[src/rtl/bday_scan_display_if.sv]
// Digit-stream input and multiplexed seven-segment display bundle for bday_scan_display.
interface bday_scan_display_if;
    logic [3:0] digit_in;
    logic       digit_valid;
    logic       clear;
    logic [3:0] an;
    logic [6:0] seg;
    logic [2:0] fill;
    logic       full;

    modport master (
        output digit_in, digit_valid, clear,
        input  an, seg, fill, full
    );

    modport slave (
        input  digit_in, digit_valid, clear,
        output an, seg, fill, full
    );
endinterface

[src/rtl/bday_scan_display.sv]
// 4-entry digit shift buffer driving a scanned, common-anode 4-digit seven-segment display.
// Positions that have not been loaded are shown blank.
module bday_scan_display #(
    parameter int unsigned SCAN_DIV = 4
) (
    input  logic                 CLK,
    input  logic                 RST,
    bday_scan_display_if.slave   io_bus
);
    localparam int unsigned DIV_W  = 16;
    localparam int unsigned DIG_W  = 4;
    localparam int unsigned SEG_W  = 7;
    localparam int unsigned NPOS   = 4;
    localparam int unsigned FILL_W = 3;

    localparam logic [SEG_W-1:0] SEG_BLANK = 7'h7F;
    localparam logic [SEG_W-1:0] SEG_DASH  = 7'h3F;

    logic [DIG_W-1:0]  r_buf [NPOS];
    logic [NPOS-1:0]   r_vld;
    logic [FILL_W-1:0] r_fill;
    logic              r_full;
    logic [DIV_W-1:0]  r_div;
    logic [1:0]        r_sidx;
    logic [NPOS-1:0]   r_an;
    logic [SEG_W-1:0]  r_seg;

    logic              w_div_wrap;
    logic              w_load;
    logic [NPOS-1:0]   w_vld_nxt;
    logic [FILL_W-1:0] w_fill_nxt;
    logic [DIG_W-1:0]  w_dig;
    logic [SEG_W-1:0]  w_seg_nxt;
    logic [NPOS-1:0]   w_an_nxt;

    // Buffer occupancy: clear wins over history, a same-cycle load lands in entry 0.
    always_comb begin
        w_div_wrap = (r_div == DIV_W'(SCAN_DIV - 1));
        w_load     = io_bus.digit_valid;
        w_vld_nxt  = r_vld;
        w_fill_nxt = r_fill;
        if (io_bus.clear) begin
            w_vld_nxt  = {3'b000, w_load};
            w_fill_nxt = w_load ? FILL_W'(1) : FILL_W'(0);
        end else if (w_load) begin
            w_vld_nxt  = {r_vld[NPOS-2:0], 1'b1};
            w_fill_nxt = (r_fill == FILL_W'(NPOS)) ? r_fill : r_fill + FILL_W'(1);
        end
    end

    // Display decode of the currently scanned entry.
    always_comb begin
        w_dig     = r_buf[r_sidx];
        w_an_nxt  = ~(4'b0001 << r_sidx);
        w_seg_nxt = SEG_BLANK;
        if (r_vld[r_sidx]) begin
            case (w_dig)
                4'd0:    w_seg_nxt = 7'h40;
                4'd1:    w_seg_nxt = 7'h79;
                4'd2:    w_seg_nxt = 7'h24;
                4'd3:    w_seg_nxt = 7'h30;
                4'd4:    w_seg_nxt = 7'h19;
                4'd5:    w_seg_nxt = 7'h12;
                4'd6:    w_seg_nxt = 7'h02;
                4'd7:    w_seg_nxt = 7'h78;
                4'd8:    w_seg_nxt = 7'h00;
                4'd9:    w_seg_nxt = 7'h10;
                default: w_seg_nxt = SEG_DASH;
            endcase
        end
    end

    always_ff @(posedge CLK) begin
        if (RST) begin
            for (int i = 0; i < NPOS; i++) r_buf[i] <= '0;
            r_vld  <= '0;
            r_fill <= '0;
            r_full <= 1'b0;
            r_div  <= '0;
            r_sidx <= '0;
            r_an   <= '1;
            r_seg  <= SEG_BLANK;
        end else begin
            r_div <= w_div_wrap ? '0 : r_div + DIV_W'(1);
            if (w_div_wrap) r_sidx <= r_sidx + 2'd1;
            if (w_load) begin
                r_buf[0] <= io_bus.digit_in;
                for (int i = 1; i < NPOS; i++) r_buf[i] <= r_buf[i-1];
            end
            r_vld  <= w_vld_nxt;
            r_fill <= w_fill_nxt;
            r_full <= (w_fill_nxt == FILL_W'(NPOS));
            r_an   <= w_an_nxt;
            r_seg  <= w_seg_nxt;
        end
    end

    assign io_bus.an   = r_an;
    assign io_bus.seg  = r_seg;
    assign io_bus.fill = r_fill;
    assign io_bus.full = r_full;
endmodule

[src/flat_wrapper.sv]
// flat-port wrapper written by rule: the top's interface ports become plain ports
module bday_scan_display_flat 
#(
    parameter int unsigned SCAN_DIV = 4
)
  (CLK, RST, io_bus_digit_in, io_bus_digit_valid, io_bus_clear, io_bus_an, io_bus_seg, io_bus_fill, io_bus_full);
  bday_scan_display_if io_bus_i ();
  input  logic CLK;
  input  logic RST;
  input wire logic [$bits(io_bus_i.digit_in)-1:0] io_bus_digit_in;
  input wire logic [$bits(io_bus_i.digit_valid)-1:0] io_bus_digit_valid;
  input wire logic [$bits(io_bus_i.clear)-1:0] io_bus_clear;
  output wire logic [$bits(io_bus_i.an)-1:0] io_bus_an;
  output wire logic [$bits(io_bus_i.seg)-1:0] io_bus_seg;
  output wire logic [$bits(io_bus_i.fill)-1:0] io_bus_fill;
  output wire logic [$bits(io_bus_i.full)-1:0] io_bus_full;
  assign io_bus_i.digit_in = io_bus_digit_in;
  assign io_bus_i.digit_valid = io_bus_digit_valid;
  assign io_bus_i.clear = io_bus_clear;
  assign io_bus_an = io_bus_i.an;
  assign io_bus_seg = io_bus_i.seg;
  assign io_bus_fill = io_bus_i.fill;
  assign io_bus_full = io_bus_i.full;
  bday_scan_display #(.SCAN_DIV(SCAN_DIV)) u_core (.CLK(CLK), .RST(RST), .io_bus(io_bus_i));
endmodule
[config.mk]
export PLATFORM = sky130hd
export DESIGN_NAME = bday_scan_display_flat
export DESIGN_NICKNAME = d
export VERILOG_FILES = /design/src/rtl/bday_scan_display_if.sv /design/src/rtl/bday_scan_display.sv /design/src/flat_wrapper.sv
export SDC_FILE = /design/constraint.sdc
export NUM_CORES = 1
export LEC_CHECK = 0
export BUFFER_PORTS_ARGS = -buffer_cell sky130_fd_sc_hd__buf_2
export CAP_MARGIN = 30
export CORE_ASPECT_RATIO = 0.7
export CORE_MARGIN = 3
export CORE_UTILIZATION = 45
export DETAILED_ROUTE_END_ITERATION = 8
export SLEW_MARGIN = 20
export SYNTH_ARGS = -nofsm -noshare
export SYNTH_HDL_FRONTEND = slang
export SYNTH_SLANG_ARGS = --single-unit
[constraint.sdc]
create_clock -name CLK -period 2.48 [get_ports CLK]
set_input_delay 0.124 -clock CLK [delete_from_list [all_inputs] [get_ports CLK]]
set_output_delay 0.124 -clock CLK [all_outputs]
set_load 0.05 [all_outputs]
==> results of run 1 <==
[final cells by class]
type | instances | area, um2 | area share, %
flip-flops and latches | 55 | 1260 | 47.2
multi-input cells | 143 | 1060 | 39.7
repair buffers | 22 | 110 | 4.12
well taps | 69 | 86.3 | 3.23
clock buffers | 5 | 68.8 | 2.58
inverters | 15 | 56.3 | 2.11
clock inverters | 3 | 28.8 | 1.08
[worst max-delay path, delay by kind of cell (launching register included)]
| family | cells | cell delay [ps] |
|---|---|---|
| fa+ha+maj | 1 | 170 |
| buf+inv | 2 | 210 |
| flops | 1 | 450 |
| mux | 3 | 1040 |
| simple gates | 1 | 70 |
[Yosys cell counts]
cell type,n,area (um2)
nand2b_1,6,37.5
a21o_1,1,7.51
or3_1,2,12.5
and3_2,1,7.51
mux4_1,2,52.6
nor4b_1,1,8.76
clkbuf_1,3,11.3
a21oi_1,6,30.0
and2_1,16,100
or2_2,1,6.26
nor4_1,4,25.0
xor2_1,5,43.8
mux4_2,3,67.6
mux2i_1,9,90.1
nand4_1,4,25.0
inv_1,15,56.3
mux2_2,1,11.3
or3b_1,1,8.76
or2_4,1,8.76
clkbuf_2,1,5.00
and4_2,1,10.0
o21ai_0,8,40.0
o41ai_1,1,8.76
and4b_1,1,10.0
nor2b_1,3,18.8
nor2_1,21,78.8
nand2_1,7,26.3
ha_1,12,150
dfxtp_1,39,781
nand4_4,1,21.3
xnor2_1,8,70.1
nor3_1,10,50.1
nand3_1,5,25.0
buf_2,3,15.0
and2_2,1,7.51
edfxtp_1,16,480
[metrics by stage]
step | power [mW] | utilization (%) | hold slack (ps)
finish | 1.70 | 53.8 | 68.4
global route | 1.79 | 53.8 | 60.0
CTS | 1.74 | 53.8 | 53.3
detailed placement | 1.20 | 51.8 | 404
global placement | 1.20 | 51.8 | 400
floorplan | 1.16 | - | 203
[per-layer routing]
layer	track usage, %	vias up
met5	0	-
met4	6.03	0
met3	4.12	5
met2	18.7	32
met1	21.0	712
li1	-	798
[flip-flops by register name, summed over array words and instances, names as in the netlist, named ones only]
register	count
u_core.r_div	16
u_core.r_sidx	2
u_core.io_bus.fill	3
u_core.io_bus.an	4
u_core.io_bus.full	1
u_core.r_buf	16
u_core.r_vld	4
u_core.io_bus.seg	7
[logic make-up (layout without fill, tap and decap cells)]
kind of cell	count (synthesis)	after routing
xor+xnor	13	13
flops	55	55
mux	15	15
compound gates	16	16
fa+ha+maj	12	12
buf+inv	22	45
simple gates	87	87
[where the power goes]
part	total, mW	switching, mW	internal (mW)
Sequential	0.992	0.0276	0.965
Clock	0.525	0.315	0.210
Combinational	0.188	0.120	0.0685
[worst paths after layout]
kind,start,end,cells after the start
max,flop,u_core.io_bus.seg[4]$_SDFF_PP1_,7
min,io_bus_clear,u_core.r_vld[3]$_SDFFE_PP0P_,2
max reg2reg,flop,u_core.io_bus.seg[4]$_SDFF_PP1_,7
min reg2reg,u_core.r_div[0]$_SDFF_PP0_,u_core.r_div[0]$_SDFF_PP0_,1
==> results by stage, run 1 <==
Place:
- The number of input and output port buffers inserted is 22.
- Routability-driven placement finished with a final weighted congestion of 0.772.
- Summing all placed instances gives a cell area of 2570 um2.
- The half-perimeter wire length of the detailed placement result is 2820 um.
- The cell total after placement is 304.
- The setup slack at placement is 477 ps.

Global route:
- Entering global routing, the biggest net connects 20 pins.
- The number of global-route vias before repair is 1365.
- The first global-routing pass estimated 6730 um of wire.
- Summed over all layers, the global routing overflow is 0.
- Across every metal layer, demand over resource in global routing totals 14.1%.
- The number of antenna violations at the first check in global routing is 0.

Yosys:
- The synthesized netlist occupies a cell area of 2410 um2.
- The synthesized netlist devotes 4.73% of its cell area to XOR and XNOR gates.
- The compound-gate portion of the synthesized area is 3.58%.
- The mean post-synth cell area is 10.9 um2.
- The combinational family with the most area after synthesis is simple AND/OR/NAND/NOR gates.
- The synthesis warning total is 0.
- The number of different library cells used by synthesis comes to 36.
- The number of nets produced by synthesis is 240.
- The synthesized netlist devotes 20.3% of its cell area to simple gates.
- Multiplexer cells account for 9.19% of the synthesized area.
- The adder and majority gate portion of the synthesized area is 6.23%.
- Of the synthesized area, sequential elements account for 52.4%.
- The post-synthesis cell count is 220.
- The register bit count reported by yosys is 55.

STA:
- Once routing completed, OpenROAD measured the worst setup slack at 426 ps.
- The final count of negative-setup-slack endpoints is 0.
- Setup repair after global routing left no endpoint under its margin.
- The number of pins exceeding their max-slew limit in the final report was 0.
- The worst path needs 2050 ps of the cycle, external delays included.
- Across the routed clock network, the largest skew measured is 4.71 ps.
- The worst slew margin relative to its limit is 41.7%.
- Adding up every negative setup slack in the final design gives 0 ps.
- For the pin with the worst max-slew slack, the measured transition is 873 ps.
- The number of hold-slack violations in the final timing report is 0.
- The ratio of final minimum period to clock period is 82.8%.
- The upper clock frequency limit is 0.487 GHz.

Cells and area:
- The number of nets in the finished design is 262.
- The repair_antennas step left the layout with diodes totalling 0.
- The final standard cell count with taps included and fillers excluded is 312.
- The filler cells instantiated in the layout total 444.
- The top cell types in the final layout, fill and taps aside, are 39 x dfxtp_1, 22 x buf_2, 21 x nor2_1, 16 x and2_1, 16 x edfxtp_1.
- The most common cell after layout, fill and taps aside is dfxtp_1.
- The share of cells above drive strength 1 is 16.5%.
- With fillers left out, the area of the finished cells amounts to 2670 um2.
- The synthesis-to-layout area growth is 10.9%.

Pwr:
- Dividing total power by cell area gives a power density of 638 nW/um2.
- The analysis attributes to cell leakage a power of 1.05 nW.
- The worst ir drop on vdd is 0.000270 V.

CTS:
- The CTS buffer count is 5.
- Counting along the longest clock path gives a buffer depth of 2.
- The post-cts repair resize count is 0.
- The clock tree from TritonCTS is yes.
- The number of hold-repair buffers added at the cts stage is 0.
- After clock tree synthesis, the clock-pin slew on the worst setup and hold paths is 110 ps.
- The CTS root buffer is clkbuf_8.
- At the later pin of the worst-skew pair, clock insertion delay measures 310 ps.
- The buffer count from post-CTS setup fixing is 0.
- The tree built by TritonCTS fans out to 55 sinks.
- The number of levels in the clock H-tree is 2.

Routing:
- In the routed layout, each cell is associated on average with a via count of 4.96.
- The total met2 wirelength after detailed routing is 1540 um.
- The number of DRC violations after detailed-routing iteration 0 is 55.
- The total detailed-routing wirelength is 4060 um.
- Dividing the detail-routed wire length by the instance count gives 13.0 um.
- The DRC violation count after routing is 0.
- For this run, the detailed router's first-pass iteration total came to 4.
- The met3 routed wirelength is 186 um.
- The routed via count is 1547.
- The detailed router used layers up to and including met4.
- The wire length the detailed router placed on met1 is 2280 um.
- In this run the remaining antenna-violating nets after routing total 0.

Critical path:
- In this run the worst path has a maximum fanout of 4.
- Data on the critical path is required at its endpoint by 2680 ps.
- The longest individual stage delay on the worst path is 650 ps.
- The slowest stage of the critical path belongs to the cell mux4_1.
- The endpoint kind of the worst setup timing path is a flop.
- By instance count, the cell type seen most on the critical path is inv_1.
- The flop-to-flop setup slack is 430 ps.
- Traced cell by cell, the critical path runs through mux4_1 -> inv_1 -> ha_1 -> inv_1 -> mux2_2 -> mux2i_1 -> nand2_1.
- The data arrival time of the worst path is 2260 ps.
- The critical path is of the reg -> reg type.
- STA classifies the critical path startpoint as a flop.

Die:
- The floorplan step set the die height to 67.2 um.
- The number of cell rows is 21.
- The die covers 6280 um2.
- The initial utilization of the core area, before any placement, comes to 48.5%.
- In this run the standard cell core region covers 4970 um2.
- The horizontal extent of the die is 93.4 um.
- The number of top-level design ports is 23.

Min path:
- The classification of the worst-slack hold path is in -> reg.

Job:
- The reported max-cap violation count is 0.

Status:
- The run finished with clean final reports.
(Power assumes the default switching activity.)
==> run 2, diff against run 1 <==
Settings changed: ABC_AREA set to 1, PLACE_DENSITY set to 0.66.
Clock period 2.48 ns to 1.8 ns, I/O delays scaled along.
==> run 2 against run 1 <==
Net effect:
- die area grew 5.9%
- highest routed layer unchanged
- core utilization shrank 0.51 points
- clock skew grew 6.6 ps
- non-clock buffer count grew 1
- power grew 54%
==> results by stage, run 2 <==
Pwr:
- The static leakage came to 1.26 nW (+20%).
- The total power divided by cell area is 915 nW/um2 (+43%).
- The worst ir drop on vdd came to 0.000380 V (+41%).

Min path:
- The path class of the tightest hold or removal check is in -> reg.
- The startpoint of the tightest hold check path is io_bus_digit_valid.

Cells and area:
- The share of cells above drive strength 1 is 12.7% (-3.7 points).
- Relative to the synthesized area, the layout overhead comes to 11.6%.
- The number of nets in the finished design is 372 (+42%).
- The final standard cell count with taps included and fillers excluded is 425 (+36%).
- The number of antenna repair diodes is 0 (unchanged).
- The top cell types in the final layout, fill and taps aside, are 72 x nand2_1, 52 x inv_1, 49 x nor2_1, 38 x dfxtp_1, 35 x nand3_1.
- The library cell used most frequently in the layout, excluding fill and tap cells, is nand2_1.

Routing:
- The number of detailed-route iterations in the first pass came to 4 (unchanged).
- The routed length per placed instance is 11.3 um (-13%).
- The number of DRC violations after detailed-routing iteration 0 is 127 (+130%).
- The DRC violation count after routing came to 0 (unchanged).
- The number of nets still failing antenna checks after routing is 0 (unchanged).
- The number of vias per cell after detailed routing came to 4.61 (-7.0%).
- The routed via count is 1959 (+27%).
- The total detailed-routing wirelength was 4820 um (+19%).

Yosys:
- The post-synthesis cell count is 325 (+48%).
- After synthesis, the most frequently instantiated cells are 72 x nand2_1, 52 x inv_1, 49 x nor2_1.
- The combined area of all synthesized cells is 2560 um2 (+6.4%).
- The share of flip-flops with an asynchronous set or reset after synthesis is 0% (unchanged).
- The number of nets produced by synthesis is 345 (+44%).
- The synthesis warning total is 0 (unchanged).
- The most used flip-flop cell after synthesis is dfxtp_1.
- dfxtp_1 takes more of the synthesized area than any other cell.
- The number of different library cells in the post-synthesis netlist is 23 (-36%).
- The number of enable-type register cells in the synthesized netlist is 16 (unchanged).
- The register bit count reported by yosys is 55 (unchanged).
- The most frequent cell after synthesis is nand2_1.
- The proportion of netlist area held by the largest area contributor came to 30.5% (-2.0 points).
- The mean post-synth cell area came to 7.89 um2 (-28%).
- After synthesis, the cell types taking the most area are dfxtp_1 30%, edfxtp_1 19%, nand2_1 11%, inv_1 7.6%, nor2_1 7.2%.
- The sequential fraction of the synthesis area was 49.2% (-3.2 points).

STA:
- The upper clock frequency limit is 0.658 GHz (+35%).
- Setup repair after global routing left no endpoint under its margin.
- The minimum clock period after layout is 1520 ps (-535 ps).
- The ratio of final minimum period to clock period is 84.4% (+1.6 points).
- The worst setup margin was 281 ps (-145 ps).
- The worst clock skew is 11.3 ps (+6.61 ps).
- The final count of negative-setup-slack endpoints was 0 (unchanged).
- The worst slew margin relative to its limit is 55.0% (+13 points).
- The worst-margin pin slew was 673 ps (-201 ps).
- The setup TNS is 0 ps (unchanged).
- The number of pins exceeding their max-slew limit in the final report is 0 (unchanged).
- The number of hold-slack violations in the final timing report is 0 (unchanged).

Die:
- The starting density of the core is 47.8% (-0.74 points).
- The die height is 69.2 um (+2.9%).
- The number of cell rows is 22 (+4.8%).
- The number of top-level design ports is 23 (unchanged).
- The full die area is 6650 um2 (+5.9%).
- The total core area came to 5370 um2 (+8.1%).
- The horizontal extent of the die is 96.2 um (+3.0%).

Critical path:
- The worst setup path is launched from a flop.
- The number of cells traversed by the worst register-to-register path came to 10 (+3).
- STA classifies the critical path endpoint as a flop.
- The data arrival time of the worst path is 1720 ps (-540 ps).
- The critical path in this run is classified as reg -> reg.
- The reg-to-reg endpoint is u_core.io_bus.seg[5]$_SDFF_PP1_.
- The data required time of the worst path is 2000 ps (-680 ps).
- The maximum fanout encountered on the critical timing path is 9 (+5).
- The flop-to-flop setup slack is 280 ps (-150 ps).
- The critical path ends at u_core.io_bus.seg[5]$_SDFF_PP1_.

CTS:
- The CTS buffer count is 5 (unchanged).
- The clock transition time at the flip-flop clock pins of the worst setup and hold paths is 110 ps (about the same).
- The CTS root buffer is clkbuf_8.
- The buffer count from post-CTS setup fixing is 0 (unchanged).
- The number of buffers on the longest clock path was 2 (unchanged).
- The number of levels in the clock H-tree is 2 (unchanged).
- The number of sinks on the clock net came to 55 (unchanged).
- The clock tree from TritonCTS is yes.
- The clock insertion delay at the later pin of the skew report is 320 ps (about the same).

Global route:
- The residual overflow from global routing was 0 (unchanged).
- The number of antenna violations at the first check in global routing is 0 (unchanged).
- The number of global-route vias before repair is 1762 (+29%).
- The total routing usage reported by global routing is 15.8% (+1.7 points).
- The global-route wire length before repair is 8240 um (+22%).
- The largest net degree at the start of global routing is 19 (-5.0%).

Place:
- The setup slack at placement came to 192 ps (-284 ps).
- The cell total after placement is 416 (+37%).
- The last weighted congestion value of the routability-driven placer is 0.858 (+11%).
- The number of input and output port buffers inserted is 22 (unchanged).
- The half-perimeter wire length of the detailed placement result came to 3520 um (+25%).

Status:
- The run finished with clean final reports.

Job:
- The reported max-cap violation count is 0 (unchanged).
==> run 2: where the power goes <==
group / internal, mW / switching [mW]
clock network: 0.422 / 0.426
registers: 1.34 / 0.0430
logic: 0.110 / 0.274
==> run 2: kinds of logic (layout without fill, tap and decap cells) <==
group,Yosys count,count (layout),share of synthesized area [%]
adders and majority gates,12,12,5.86
DFF,55,55,49.2
and+or+nand+nor,173,173,29.2
AOI/OAI and AO/OA,21,21,4.10
buffers and inverters,57,85,9.22
xor gates and xnor gates,7,7,2.39
==> run 2: worst min-delay path by stage <==
stage	end	cells past startpoint
detailed placement	u_core.io_bus.fill[0]$_SDFF_PP0_	2
finish	u_core.r_vld[3]$_SDFFE_PP0P_	2
global placement	u_core.io_bus.fill[0]$_SDFF_PP0_	2
floorplan	u_core.io_bus.fill[0]$_SDFF_PP0_	1
CTS	u_core.r_vld[3]$_SDFFE_PP0P_	2
global route	u_core.r_vld[3]$_SDFFE_PP0P_	2
==> run 2: stage by stage <==
step                      power, mW  hold slack [ps]  utilization [%]  cell area [um2]
after detailed placement       1.80              318             50.9             2730
after global placement         1.79              320             50.9             2730
after global routing           2.74             33.5             53.3             2860
final                          2.62             16.5             53.3             2860
after floorplan                1.71              162                -             2560
after CTS                      2.64             16.3             53.3             2860
==> run 2: cell type report <==
class | instances | area [um2]
fill | 537 | 2510
tap | 72 | 90.1
multi-input combinational | 213 | 1070
sequential | 55 | 1260
timing repair buffer | 23 | 120
clock buffer | 5 | 68.8
inverter | 54 | 205
clock inverter | 3 | 47.5
==> run 2: repair_timing <==
item,CTS,global route
endpoints found under the hold margin,2,0
hold buffers,1,0
endpoints found under the setup margin,0,2
resized for setup,0,1
==> run 2: worst max-delay path, cell delays in order (launching register included) <==
cell	delay, ps
dfxtp_2	440
inv_4	70
nand2_1	60
nand3_1	60
nand2_1	170
inv_1	110
ha_1	200
inv_1	50
nand3_1	90
nand3_1	90
nand3_1	60
==> run 2: routing by layer <==
layer  share of wire [%]  GRT usage, %
met1                  56          25.4
met2                  37          20.1
met3                 6.1          4.03
met4                 1.3          4.89
met5                   0             0
